--- config.mk ---
export PLATFORM = sky130hd
export DESIGN_NAME = pe_acc_unit
export DESIGN_NICKNAME = d
export VERILOG_FILES = /design/src/rtl/pe_acc_unit.sv
export SDC_FILE = /design/constraint.sdc
export NUM_CORES = 1
export LEC_CHECK = 0
export BUFFER_PORTS_ARGS = -buffer_cell sky130_fd_sc_hd__buf_4
export CORE_MARGIN = 2
export CORE_UTILIZATION = 50
export DETAILED_ROUTE_END_ITERATION = 8
export PLACE_DENSITY_LB_ADDON = 0.25
export SKIP_CTS_REPAIR_TIMING = 1
export SYNTH_ARGS = -nofsm -noshare
export SYNTH_HDL_FRONTEND = slang
export SYNTH_SLANG_ARGS = --single-unit
export TNS_END_PERCENT = 10
--- constraint.sdc ---
create_clock -name clk_i -period 6 [get_ports clk_i]
set_clock_uncertainty 0.1 [all_clocks]
set_input_delay 0 -clock clk_i [delete_from_list [all_inputs] [get_ports clk_i]]
set_output_delay 0 -clock clk_i [all_outputs]
set_load 0.01 [all_outputs]
--- src/rtl/pe_acc_unit.sv ---
// Accumulation back-end of a PE: sums a programmed number of FU result
// samples and presents the sum downstream over a valid/ready handshake.
module pe_acc_unit #(
    parameter int N_BITS = 32,
    parameter int LEN_W  = 8
) (
    input  logic              clk_i,
    input  logic              rst_i,
    input  logic              en_i,
    input  logic              clear_i,
    input  logic              sat_en_i,
    input  logic [LEN_W-1:0]  acc_len_i,
    input  logic [N_BITS-1:0] data_i,
    input  logic              valid_i,
    output logic              ready_o,
    output logic [N_BITS-1:0] res_o,
    output logic              valid_o,
    input  logic              ready_i,
    output logic              acc_ready_o,
    output logic              overflow_o
);

    typedef enum logic [1:0] {
        IDLE  = 2'd0,
        ACCUM = 2'd1,
        DONE  = 2'd2
    } state_t;

    localparam logic [N_BITS-1:0] MAX_POS = {1'b0, {(N_BITS-1){1'b1}}};
    localparam logic [N_BITS-1:0] MAX_NEG = {1'b1, {(N_BITS-1){1'b0}}};

    state_t             state;
    logic [N_BITS-1:0]  acc;
    logic [LEN_W-1:0]   cnt;
    logic [LEN_W-1:0]   len_q;
    logic               ovf;

    logic               accept;
    logic [LEN_W-1:0]   len_new;
    logic [N_BITS:0]    sum;
    logic               sum_ovf;
    logic [N_BITS-1:0]  sum_res;
    logic               last;

    assign ready_o     = en_i & ((state != DONE) | ready_i);
    assign accept      = valid_i & ready_o;
    assign len_new     = (acc_len_i == '0) ? LEN_W'(1) : acc_len_i;

    // One extra bit of headroom; overflow shows as a top-two-bit mismatch.
    assign sum         = {acc[N_BITS-1], acc} + {data_i[N_BITS-1], data_i};
    assign sum_ovf     = sum[N_BITS] ^ sum[N_BITS-1];
    assign last        = (cnt + LEN_W'(1)) == len_q;

    always_comb begin
        sum_res = sum[N_BITS-1:0];
        if (sum_ovf && sat_en_i) begin
            sum_res = sum[N_BITS] ? MAX_NEG : MAX_POS;
        end
    end

    always_ff @(posedge clk_i) begin
        if (rst_i || clear_i) begin
            state <= IDLE;
            acc   <= '0;
            cnt   <= '0;
            len_q <= '0;
            ovf   <= 1'b0;
        end else begin
            unique case (state)
                IDLE, DONE: begin
                    if (accept) begin
                        len_q <= len_new;
                        acc   <= data_i;
                        cnt   <= LEN_W'(1);
                        ovf   <= 1'b0;
                        state <= (len_new == LEN_W'(1)) ? DONE : ACCUM;
                    end else if (state == DONE && ready_i) begin
                        state <= IDLE;
                    end
                end
                ACCUM: begin
                    if (accept) begin
                        acc   <= sum_res;
                        cnt   <= cnt + LEN_W'(1);
                        ovf   <= ovf | sum_ovf;
                        if (last) begin
                            state <= DONE;
                        end
                    end
                end
                default: state <= IDLE;
            endcase
        end
    end

    assign valid_o     = (state == DONE);
    assign acc_ready_o = valid_o;
    assign res_o       = acc;
    assign overflow_o  = ovf;

endmodule

---- Yosys cells after proc, flatten, opt, wreduce, memory -nomap -nowiden ----
Index checks and enable logic that the tools add are counted.
operators by class
  $add $sub $neg .......................... 2
  eq/ne operators ......................... 9
  muxes and demuxes ....................... 18
  bitwise gates (word level) .............. 5
  reductions and logical operators ........ 10
operators with widths
  kind                                                              count
  32-bit 2-to-1 mux                                                 4
  32-bit case mux with 2 select lines                               1
  32-bit by 32-bit adder with 33-bit output                         1
  8-bit 2-to-1 mux                                                  3
  8-bit case mux with 2 select lines                                1
  2-bit 2-to-1 mux                                                  5
  8-bit by 1-bit adder with 8-bit output (second input constant)    1
  8-bit by 1-bit == test with 1-bit output (second input constant)  1
  8-bit == test                                                     1
  8-bit zero test                                                   1
  2-bit != test (second input constant)                             4
  3-bit AND reduction                                               2
  2-bit case mux with 2 select lines                                1
  3-bit != test (second input constant)                             1
  1-bit bitwise AND                                                 2
  2-bit by 1-bit == test with 1-bit output (second input constant)  1
  2-bit == test (second input constant)                             1
  1-bit logical AND                                                 2
  2-bit zero test                                                   1
  1-bit 2-to-1 mux                                                  2
  1-bit OR                                                          2
  1-bit case mux with 2 select lines                                1
  2-bit AND reduction                                               1
  2-bit nonzero test                                                1
  3 further kinds                                                   3
word-level totals
  flip-flop bits (word level) ............. 51
  bits of input ports ..................... 47

---- Logic depth before layout (Yosys ltp) ----
  depth in word-level cells ............... 6
  mapped depth ............................ 13

---- Least setup slack after synthesis ----
Ideal clock, no wire load.
  path type ............................... register to register
  start point ............................. register acc[29], in the netlist res_o[29]
  end point ............................... register acc[20], in the netlist res_o[20]
  arrival time ............................ 2.522 ns
  slack ................................... 3.248 ns
  cell stages (with the launch flop) ...... 13
  buffers on the path ..................... 2
  period minus slack after synthesis ...... 2.752 ns
  cell sequence ........................... dfxtp_1 > ha_1 > buf_2 > a21o_1 > or4_1 > a21oi_1 > nor3_1 > nor3_2 > xor2_1 > nand2_1 > buf_4 > a221oi_2 > nor3_2
between the ends
  word-level cells in the longest chain between the ends .. 6
  elaborated cells between the ends (all ways) .. 7
ends and longest elaborated chain
  what                                         line  source
  start, declared                              33    logic [N_BITS-1:0] acc;
  start signal, assigned                       73    acc <= data_i;
  start signal, assigned                       83    acc <= sum_res;
  32-bit by 32-bit adder with 33-bit output *  50    assign sum = {acc[N_BITS-1], acc} + {data_i[N_BITS-1], data_i};
  1-bit bitwise XOR                            51    assign sum_ovf = sum[N_BITS] ^ sum[N_BITS-1];
  1-bit logical AND                            56    if (sum_ovf && sat_en_i) begin
  32-bit 2-to-1 mux *                          56
  32-bit 2-to-1 mux *                          82    if (accept) begin
  32-bit case mux with 2 select lines *        69    unique case (state)
Every way passes the cells marked *; elsewhere a longest branch is shown, timed or not. The select of a mux whose other input is x is not followed.
A chain may end at the register's enable or synchronous reset.

---- Worst setup path after layout ----
  start point ............................. register acc[0], in the netlist res_o[0]
  end point ............................... register acc[20], in the netlist res_o[20]
The elaborated chain is that of the path after synthesis.

==> impl_metrics.tcl <==
set metrics [dict create \
    status "finished with violations" \
    violations "negative hold slack" \
    rrSetupSlack_ns 2.29 \
    final_cell_area_sq_mm 0.00533 \
    layout-drive-gt1-share_pct 16.3 \
    finalNonFillerCells 794 \
    cts_buffers 5 \
    drc 0 \
    fmax_mhz 269 \
    path_delay_family "compound AO/OA/AOI/OAI gates" \
    ys.flop_type "dfxtp_1" \
    dp_cells 747 \
    first_global_vias 4301 \
    maxCapViolations 0 \
    worstPathRequired_ns 6.09 \
    period_minus_slack_ns 3.71 \
    post-place-ws_ns 2.36 \
    wirelength_microns 12100 \
    yosysMostFrequentCell "a21oi_1" \
    fillCellCount 747 \
    numPortBuffers 82 \
    path_cells "ha_1 > inv_1 > fa_1 > nand2b_1 > a21oi_1 > o211ai_1 > a31oi_1 > nor3_2 > xor2_1 > nand2_1 > a221oi_2 > nor3_2" \
    tns_ns 0 \
    drv_slew 0 \
    hold_viol 2 \
    fin_ws_ns 2.29 \
    ys_ff_latch 51 \
    grt_usage_pct 25.5 \
    synth-warning-count 0 \
    num_vias 4736 \
    synthXorXnorAreaFrac_pct 7.81 \
    critPathMaxFanout 30 \
    layout.nets 769 \
    synth_top_family_by_area "compound AO/OA/AOI/OAI gates" \
    drt-pass1-iter-count 4 \
    synth_compound_area_share_pct 31.2 \
    cts.sinks 51 \
    cts_buffer_depth 2 \
    clk_latency_ns 0.31 \
    min_path_type "in -> reg" \
    rsz0062_at_grt "no" \
    die_h_microns 96.4 \
    worst-path-buf-inv 1 \
    synthTopCellsByCount "81 x a21oi_1, 80 x nand2_1, 52 x o21ai_0" \
    finish.utilization_pct 64.5 \
    start_util_pct 51.6 \
    worstSetupStartpointType "register" \
    grt_max_degree 35 \
    power_leakage_nw 2.20 \
    multiInputGateArea_sq_mm 0.00300 \
    ant_nets 0 \
    yosys.area_share.simple_pct 21.2 \
    gp_congestion 0.941 \
    async_flop_share_pct 0 \
    synth_area_sq_mm 0.00426 \
    syn_avg_cell_area_sq_um 7.14 \
    ir_worst_vdd_mv 0.104 \
    crit_arrival_ns 3.80 \
    cts_htree_levels 2 \
    register_area_sq_mm 0.00102 \
    synth_top_area_share_pct 23.9 \
    finalCritPeriodShare_pct 61.9 \
    grt_pass1_wl_microns 19300 \
    critPathKind "reg -> reg" \
    syn_nets 678 \
    synth_area_leader_cell "dfxtp_1" \
    ys_seq_area_share_pct 23.9 \
    synth_area_leaders "dfxtp_1 24%, ha_1 9.7%, a21oi_1 9.5%" \
    wire_per_inst_microns 15.2 \
    syn_inst 597 \
    cp-end-kind "register" \
    antenna_found_initial 0 \
    cp_slowest_cell "nand2_1" \
    synth_edf_count 0 \
    ios 83 \
    clk_pin_slew_worst_paths_ns 0.11 \
    diodes 0 \
    p_total_mw 0.774 \
    viasPerCell 5.96 \
    whs_ns -0.0880 \
    syn_to_final_growth_pct 24.9 \
    num_rows 33 \
    slowest_delay_ns 0.73 \
    synthMuxAreaShare_pct 0 \
    die_w_microns 96.4 \
    coreArea_sq_mm 0.00826 \
    grt.overflow.total 0 \
    die_area_sq_mm 0.00928 \
    cts-root-buf "clkbuf_8" \
    place_area_sq_mm 0.00484 \
    cpMostUsedCell "nor3_2" \
    synthAdderAreaFrac_pct 10.2 \
    setup_viol 0 \
    powerDensity_mw_per_mm2 145 \
    worst_pin_slew_ns 1.18 \
    synth_cell_types 52 \
    hpwl_microns 8820 \
    relSlewSlack_pct 21.0 \
    drtIter0Drc 256 \
    cts_tree "built" \
]
[power breakdown]
group	total (mW)	leakage [nW]	switching [mW]	internal [mW]
logic	0.205	1.74	0.111	0.0944
clock network	0.216	0.0467	0.129	0.0867
registers	0.353	0.413	0.00686	0.346
total	0.774	2.20	0.247	0.527
[area by class of cell]
cell class                      instances  share of cell area (%)
Multi-Input combinational cell        495                    56.4
Clock buffer                            5                    1.29
Clock inverter                          3                   0.517
Tap cell                              105                    2.47
Sequential cell                        51                    19.2
Inverter                               10                   0.705
Timing Repair Buffer                  125                    19.5
[worst paths after layout]
path | start | depth (start not counted) | end
worst max register to register | res_o[0] | 12 | res_o[20]
worst min register to register | res_o[5] | 2 | res_o[5]
worst min-delay path | data_i[15] | 3 | res_o[15]
worst max-delay path | res_o[0] | 12 | res_o[20]
[tightest hold or removal path, stage by stage]
cell	delay, ns
buf_4	0.08
o21ai_0	0.07
o21ai_1	0.13
[state kept, by name, indices dropped and copies added (netlist names)]
signal	flops
cnt	8
len_q	8
overflow_o	1
res_o	32
state	2
[layout by cell type, fill, tap and decap left out, types with 3 or more instances in the layout]
cell,instances
nor4_1,3
o31ai_1,6
nand3_1,11
o221ai_1,3
nand2_1,80
a211oi_1,4
o21ai_0,52
xnor2_1,22
clkbuf_8,5
dlygate4sd3_1,39
o211ai_1,6
o21a_1,6
and3_1,4
nor3_1,17
inv_1,10
nor2_1,44
or2_2,6
a31oi_1,6
a21oi_1,81
dfxtp_1,51
xor2_1,16
ha_1,33
o21ai_1,34
nand2b_1,5
a221oi_2,3
nand4_1,11
and2_1,3
a21o_1,9
buf_4,86
[cells by family (layout without fill, tap and decap cells)]
logic type / Yosys count / after routing
buffers and inverters: 51 / 143
adders and majority gates: 34 / 34
xor gates and xnor gates: 38 / 38
and+or+nand+nor: 197 / 197
AOI/OAI and AO/OA: 226 / 226
DFF: 51 / 51
[metal layers]
| layer | routed length [microns] | global-route usage, % | share of wire [%] | vias to the layer above |
|---|---|---|---|---|
| met5 | 0 | 0 | 0 | - |
| met4 | 284 | 7.75 | 2.3 | 0 |
| met3 | 697 | 2.90 | 5.8 | 27 |
| met2 | 5850 | 43.9 | 48 | 188 |
| met1 | 5280 | 33.3 | 44 | 2197 |
| li1 | - | - | - | 2324 |
Note: power is estimated with default switching activity, not from simulation.
